File: config.mk
export PLATFORM = sky130hd
export DESIGN_NAME = dp_alu_pipe
export DESIGN_NICKNAME = d
export VERILOG_FILES = /design/src/rtl/dp_alu_pipe.sv
export SDC_FILE = /design/constraint.sdc
export NUM_CORES = 1
export LEC_CHECK = 0
export BUFFER_PORTS_ARGS = -buffer_cell sky130_fd_sc_hd__buf_2
export CAP_MARGIN = 20
export CORE_UTILIZATION = 40
export DETAILED_ROUTE_END_ITERATION = 10
export GPL_ROUTABILITY_DRIVEN = 0
export PLACE_DENSITY_LB_ADDON = 0.05
export SLEW_MARGIN = 20
export SYNTH_ARGS = -nofsm -noshare
export SYNTH_HDL_FRONTEND = slang
export SYNTH_SLANG_ARGS = --single-unit
File: constraint.sdc
create_clock -name clk -period 10.25 [get_ports clk]
set_input_delay 0.5125 -clock clk [delete_from_list [all_inputs] [get_ports clk]]
set_output_delay 0.5125 -clock clk [all_outputs]
set_load 0.005 [all_outputs]
File: src/rtl/dp_alu_pipe.sv
// rtl/dp_alu_pipe.sv - two-stage ARM-style data-processing ALU with barrel shifter and NZCV flags
module dp_alu_pipe #(
    parameter int WIDTH = 32,
    parameter int SW    = $clog2(WIDTH) + 1
) (
    input  logic             clk,
    input  logic             reset,
    input  logic             in_valid,
    output logic             in_ready,
    input  logic [WIDTH-1:0] op_a,
    input  logic [WIDTH-1:0] op_b,
    input  logic [SW-1:0]    shamt,
    input  logic [1:0]       shift_type,
    input  logic [3:0]       opcode,
    input  logic             set_flags,
    output logic             out_valid,
    input  logic             out_ready,
    output logic [WIDTH-1:0] result,
    output logic             wr_en,
    output logic [3:0]       flags
);

    logic             s1Valid;
    logic [WIDTH-1:0] s1A;
    logic [WIDTH-1:0] s1B;
    logic             s1ShC;
    logic             s1UseC;
    logic [3:0]       s1Op;
    logic             s1S;

    logic s2Advance;
    logic s1Advance;

    assign s2Advance = !out_valid || out_ready;
    assign s1Advance = !s1Valid || s2Advance;
    assign in_ready  = !reset && s1Advance;

    // Shifter: the extra bit beyond the datapath catches the last bit shifted out.
    logic [WIDTH:0]   lslWide;
    logic [WIDTH:0]   lsrWide;
    logic [WIDTH:0]   asrWide;
    logic [SW-2:0]    rotAmt;
    logic [SW-1:0]    rotInv;
    logic [WIDTH-1:0] rotVal;
    logic [WIDTH-1:0] shOut;
    logic             shC;
    logic             useC;

    always_comb begin
        lslWide = {1'b0, op_b} << shamt;
        lsrWide = {op_b, 1'b0} >> shamt;
        asrWide = $signed({op_b, 1'b0}) >>> shamt;
        rotAmt  = shamt[SW-2:0];
        rotInv  = SW'(WIDTH) - {1'b0, rotAmt};
        rotVal  = (op_b >> rotAmt) | (op_b << rotInv);
        shOut   = op_b;
        shC     = 1'b0;
        useC    = 1'b0;
        if (shamt == '0) begin
            useC = 1'b1;
        end else begin
            case (shift_type)
                2'b00: begin shOut = lslWide[WIDTH-1:0]; shC = lslWide[WIDTH]; end
                2'b01: begin shOut = lsrWide[WIDTH:1];   shC = lsrWide[0];     end
                2'b10: begin shOut = asrWide[WIDTH:1];   shC = asrWide[0];     end
                default: begin shOut = rotVal;           shC = rotVal[WIDTH-1]; end
            endcase
        end
    end

    // S2 datapath works against the live flag register, so ADC/SBC and
    // shamt==0 carries always see the previous instruction's flags.
    logic [WIDTH-1:0] addX;
    logic [WIDTH-1:0] addY;
    logic             addCin;
    logic             isArith;
    logic [WIDTH:0]   sum;
    logic             ovf;
    logic [WIDTH-1:0] aluRes;
    logic             effShC;
    logic [3:0]       newFlags;

    always_comb begin
        addX    = s1A;
        addY    = s1B;
        addCin  = 1'b0;
        isArith = 1'b1;
        case (s1Op)
            4'd2, 4'd10: begin addY = ~s1B; addCin = 1'b1; end
            4'd3:        begin addX = s1B; addY = ~s1A; addCin = 1'b1; end
            4'd4, 4'd11: begin end
            4'd5:        addCin = flags[1];
            4'd6:        begin addY = ~s1B; addCin = flags[1]; end
            4'd7:        begin addX = s1B; addY = ~s1A; addCin = flags[1]; end
            default:     isArith = 1'b0;
        endcase
        sum = {1'b0, addX} + {1'b0, addY} + {{WIDTH{1'b0}}, addCin};
        ovf = (addX[WIDTH-1] == addY[WIDTH-1]) && (sum[WIDTH-1] != addX[WIDTH-1]);

        case (s1Op)
            4'd0, 4'd8: aluRes = s1A & s1B;
            4'd1, 4'd9: aluRes = s1A ^ s1B;
            4'd12:      aluRes = s1A | s1B;
            4'd13:      aluRes = s1B;
            4'd14:      aluRes = s1A & ~s1B;
            4'd15:      aluRes = ~s1B;
            default:    aluRes = sum[WIDTH-1:0];
        endcase

        effShC      = s1UseC ? flags[1] : s1ShC;
        newFlags[3] = aluRes[WIDTH-1];
        newFlags[2] = (aluRes == '0);
        newFlags[1] = isArith ? sum[WIDTH] : effShC;
        newFlags[0] = isArith ? ovf : flags[0];
    end

    always_ff @(posedge clk) begin
        if (reset) begin
            s1Valid   <= 1'b0;
            out_valid <= 1'b0;
            result    <= '0;
            wr_en     <= 1'b0;
            flags     <= 4'b0000;
        end else begin
            if (s1Advance) begin
                s1Valid <= in_valid;
                if (in_valid) begin
                    s1A    <= op_a;
                    s1B    <= shOut;
                    s1ShC  <= shC;
                    s1UseC <= useC;
                    s1Op   <= opcode;
                    s1S    <= set_flags;
                end
            end
            if (s2Advance) begin
                out_valid <= s1Valid;
                if (s1Valid) begin
                    result <= aluRes;
                    wr_en  <= (s1Op[3:2] != 2'b10);
                    if (s1S) begin
                        flags <= newFlags;
                    end
                end
            end
        end
    end

endmodule

==> impl_metrics.py <==
metrics = {
    "outcome": {
        "status": "finished clean",
    },
    "layout": {
        "n_fill_cell": 3839,
        "drive_gt1_share_pct": 12.9,
        "ff_latch_area_um2": 2910,
        "nNetsFinal": 2225,
        "multiInputGateArea_um2": 10900,
        "antenna_cells": 0,
        "syn2layout_area_growth_pct": 7.06,
        "finish.utilization_pct": 43.5,
    },
    "timing": {
        "slew_violations": 0,
        "fin_tns_setup_ns": 0,
        "period_needed_ns": 6.15,
        "clock-skew-final_ns": 0.0124,
        "worstMarginPinSlew_ns": 1.03,
        "holdWs_ns": 0.311,
        "final-setup-viol-count": 0,
        "slew_headroom_pct": 31.3,
        "hold_violations": 0,
        "max_clock_freq_mhz": 163,
        "rsz0062_at_grt": "no",
        "fin_crit_sh_pct": 60.0,
    },
    "global_route": {
        "antenna_found_initial": 1,
        "grt_usage_pct": 33.4,
        "grt_overflow": 0,
        "grt_pass1_wl_um": 97000,
        "grt_use_met3_pct": 8.28,
        "top_usage_layer": "met2",
        "grt_pass1_vias": 15400,
        "use_met1_pct": 47.3,
        "met2_usage_pct": 50.3,
        "grt_max_degree": 98,
    },
    "floorplan": {
        "die_width_um": 195,
        "row_count": 70,
        "io_pins": 120,
        "core_um2": 36500,
        "start_util_pct": 40.6,
        "die_area_um2": 37800,
        "die_h_um": 195,
    },
    "hold_path": {
        "hold_class": "primary input to register",
    },
    "setup_path": {
        "crit_type": "register to register",
        "cp-endpoint": "flags[2]",
        "r2r_end": "flags[2]",
        "r2r-start": "s1Op[1]",
        "worstPathArrival_ns": 6.47,
        "crit_required_ns": 10.57,
        "startpoint_type": "register",
        "endpoint_kind": "register",
        "r2r_setup_slack_ns": 4.10,
        "startpoint": "s1Op[1]",
        "cp_max_fo": 56,
        "r2r_cells": 18,
    },
    "synth": {
        "netlist_instances": 2087,
        "syn_nets": 2234,
        "synth-seq-area-share_pct": 19.6,
        "async_flop_share_pct": 0,
        "yosys_warnings": 0,
        "ys_ff_latch": 110,
        "synthDistinctLibCells": 90,
        "netlist_area_um2": 14800,
        "synth-edff-count": 71,
        "synth-main-ff-cell": "edfxtp_1",
        "syn_area_per_cell_um2": 7.10,
    },
    "clock_tree": {
        "numCtsBuffers": 9,
        "cts_setup_buffers": 0,
        "cts_root_buf": "clkbuf_16",
        "cts.sinks": 110,
        "clk_latency_ns": 0.37,
        "cts-hold-fix-buffers": 0,
        "ctsResizeCount": 0,
        "cts_buffer_depth": 2,
        "path_clk_slew_ns": 0.08,
        "cts_tree": "done",
        "htree_levels": 3,
    },
    "drt": {
        "drt_iter0_markers": 2342,
        "drc": 0,
        "dr_total_vias": 16500,
        "wirelength_um": 63900,
        "wl_per_cell_um": 25.1,
        "ant_nets": 0,
        "vias_per_cell": 6.48,
        "firstDrtPassIters": 7,
    },
    "run": {
        "drv_cap": 0,
    },
    "pwr": {
        "leakagePower_nw": 6.33,
        "peakVddDrop_v": 0.0000741,
        "fin_total_pwr_mw": 1.67,
        "power_density_nw_per_um2": 105,
    },
    "placed_design": {
        "portBuffers": 119,
        "dpl.hpwl_um": 47700,
    },
}
[how the worst min path moves through the flow]
stage	start	endpoint	slack, ns	cells past startpoint
final	op_a[21]	s1A[21]	0.31	1
after global routing	op_a[31]	s1A[31]	0.30	1
after CTS	op_a[23]	s1A[23]	0.30	1
after detailed placement	result[10]	result[10]	0.45	2
after global placement	result[10]	result[10]	0.45	2
after floorplan	result[0]	result[0]	0.45	2
[where the power goes]
group	internal [mW]	switching, mW	total (mW)
Combinational	0.280	0.529	0.810
Sequential	0.503	0.0293	0.532
Clock	0.164	0.166	0.330
Total	0.947	0.725	1.67
[logic make-up (layout without fill, tap and decap cells)]
family                   count (synthesis)  after routing  synth area share, %
XOR/XNOR                                44             44                 2.60
buffers and inverters                  265            261                 7.17
AND/OR/NAND/NOR                        685            685                 20.4
adder cells (fa/ha/maj)                 66             66                 5.67
multiplexers                           147            147                 12.2
flip-flops                             110            110                 19.6
AO/OA/AOI/OAI                          770            770                 32.2
[cell usage after synthesis (11+ instances only)]
cell | number | area (µm²)
a221oi_1 | 11 | 96.3
a211oi_1 | 55 | 413
clkbuf_1 | 118 | 443
nand4_1 | 13 | 81.3
dfxtp_1 | 39 | 781
nand2b_1 | 11 | 68.8
buf_2 | 34 | 170
mux2_2 | 34 | 383
ha_1 | 64 | 801
mux4_2 | 24 | 541
o21ai_1 | 14 | 70.1
a31oi_1 | 40 | 250
a32oi_1 | 11 | 96.3
nand2_1 | 293 | 1100
o21ai_0 | 243 | 1220
o211ai_1 | 20 | 150
nor3_1 | 41 | 205
mux2i_1 | 89 | 891
inv_1 | 80 | 300
nor2b_1 | 15 | 93.8
a21oi_1 | 182 | 911
xor2_1 | 18 | 158
o22ai_1 | 38 | 238
buf_1 | 18 | 67.6
and2_1 | 17 | 106
o31ai_1 | 16 | 120
nor2_1 | 204 | 766
a22oi_1 | 11 | 82.6
xnor2_1 | 26 | 228
nand3_1 | 29 | 145
o221ai_1 | 16 | 140
a21o_1 | 18 | 135
edfxtp_1 | 71 | 2130
o21a_1 | 11 | 82.6
[cells in the final DEF (no fill, tap or decap), types with 8 or more instances in the layout]
cell type	n
nor2_1	200
a21o_1	18
nand2b_1	11
a31oi_1	40
nor3_1	40
xnor2_1	25
or2_2	10
nand4_1	13
a22oi_1	11
mux2_2	34
clkbuf_16	9
o21a_1	11
o21ai_1	13
dfxtp_1	39
xor2_1	17
o221ai_1	16
buf_4	39
clkinv_1	9
a32oi_1	11
a211oi_1	55
nand2_1	293
mux2i_1	89
a21oi_1	182
nor2b_1	14
o311ai_0	8
and2_1	16
mux4_2	24
a211o_1	9
o31ai_1	16
o22ai_1	38
inv_1	79
a221oi_1	11
nand3_1	29
o21ai_0	243
ha_1	64
buf_2	118
o211ai_1	20
edfxtp_1	71
[registers in the layout, indices dropped and copies added, names as in the netlist]
signal	count
s1Valid	1
s1B	32
s1ShC	1
s1UseC	1
s1Op	4
result	32
out_valid	1
wr_en	1
flags	4
s1S	1
s1A	32
[per-layer routing]
layer / wire [µm] / vias up
met4: 1620 / 0
met3: 7020 / 111
li1: - / 7679
met2: 27400 / 897
met1: 27900 / 7832
met5: 0 / -
[critical path, cell delays in order, from the launching register on]
cell	delay, ns
edfxtp_1	0.79
buf_4	0.71
nand2_1	0.24
o21ai_2	0.19
buf_4	0.36
nand2_1	0.08
o21ai_0	0.07
o21ai_0	0.16
fa_1	0.51
a211oi_1	0.42
o21ai_0	0.22
xor2_1	0.18
a2111oi_1	0.53
nor4bb_1	0.36
nand4_1	0.17
nor4_1	0.56
nand4_1	0.20
nor4_2	0.18
a31o_1	0.16
[stage by stage]
step / setup slack, ns / cells / instance area [µm²]
after floorplan: 5.26 / 2087 / 14800
after global placement: 4.51 / 2535 / 15600
after detailed placement: 4.26 / 2535 / 15600
after CTS: 4.21 / 2551 / 15900
after global routing: 3.56 / 2551 / 15900
final: 4.10 / 2551 / 15900
[area by class of cell]
class | instances | share of cell area (%)
Inverter | 88 | 2.08
Multi-Input combinational cell | 1712 | 68.6
Clock buffer | 10 | 1.44
Timing Repair Buffer | 157 | 5.57
Clock inverter | 6 | 0.244
Tap cell | 468 | 3.69
Sequential cell | 110 | 18.4
Note: power is estimated with default switching activity, not from simulation.
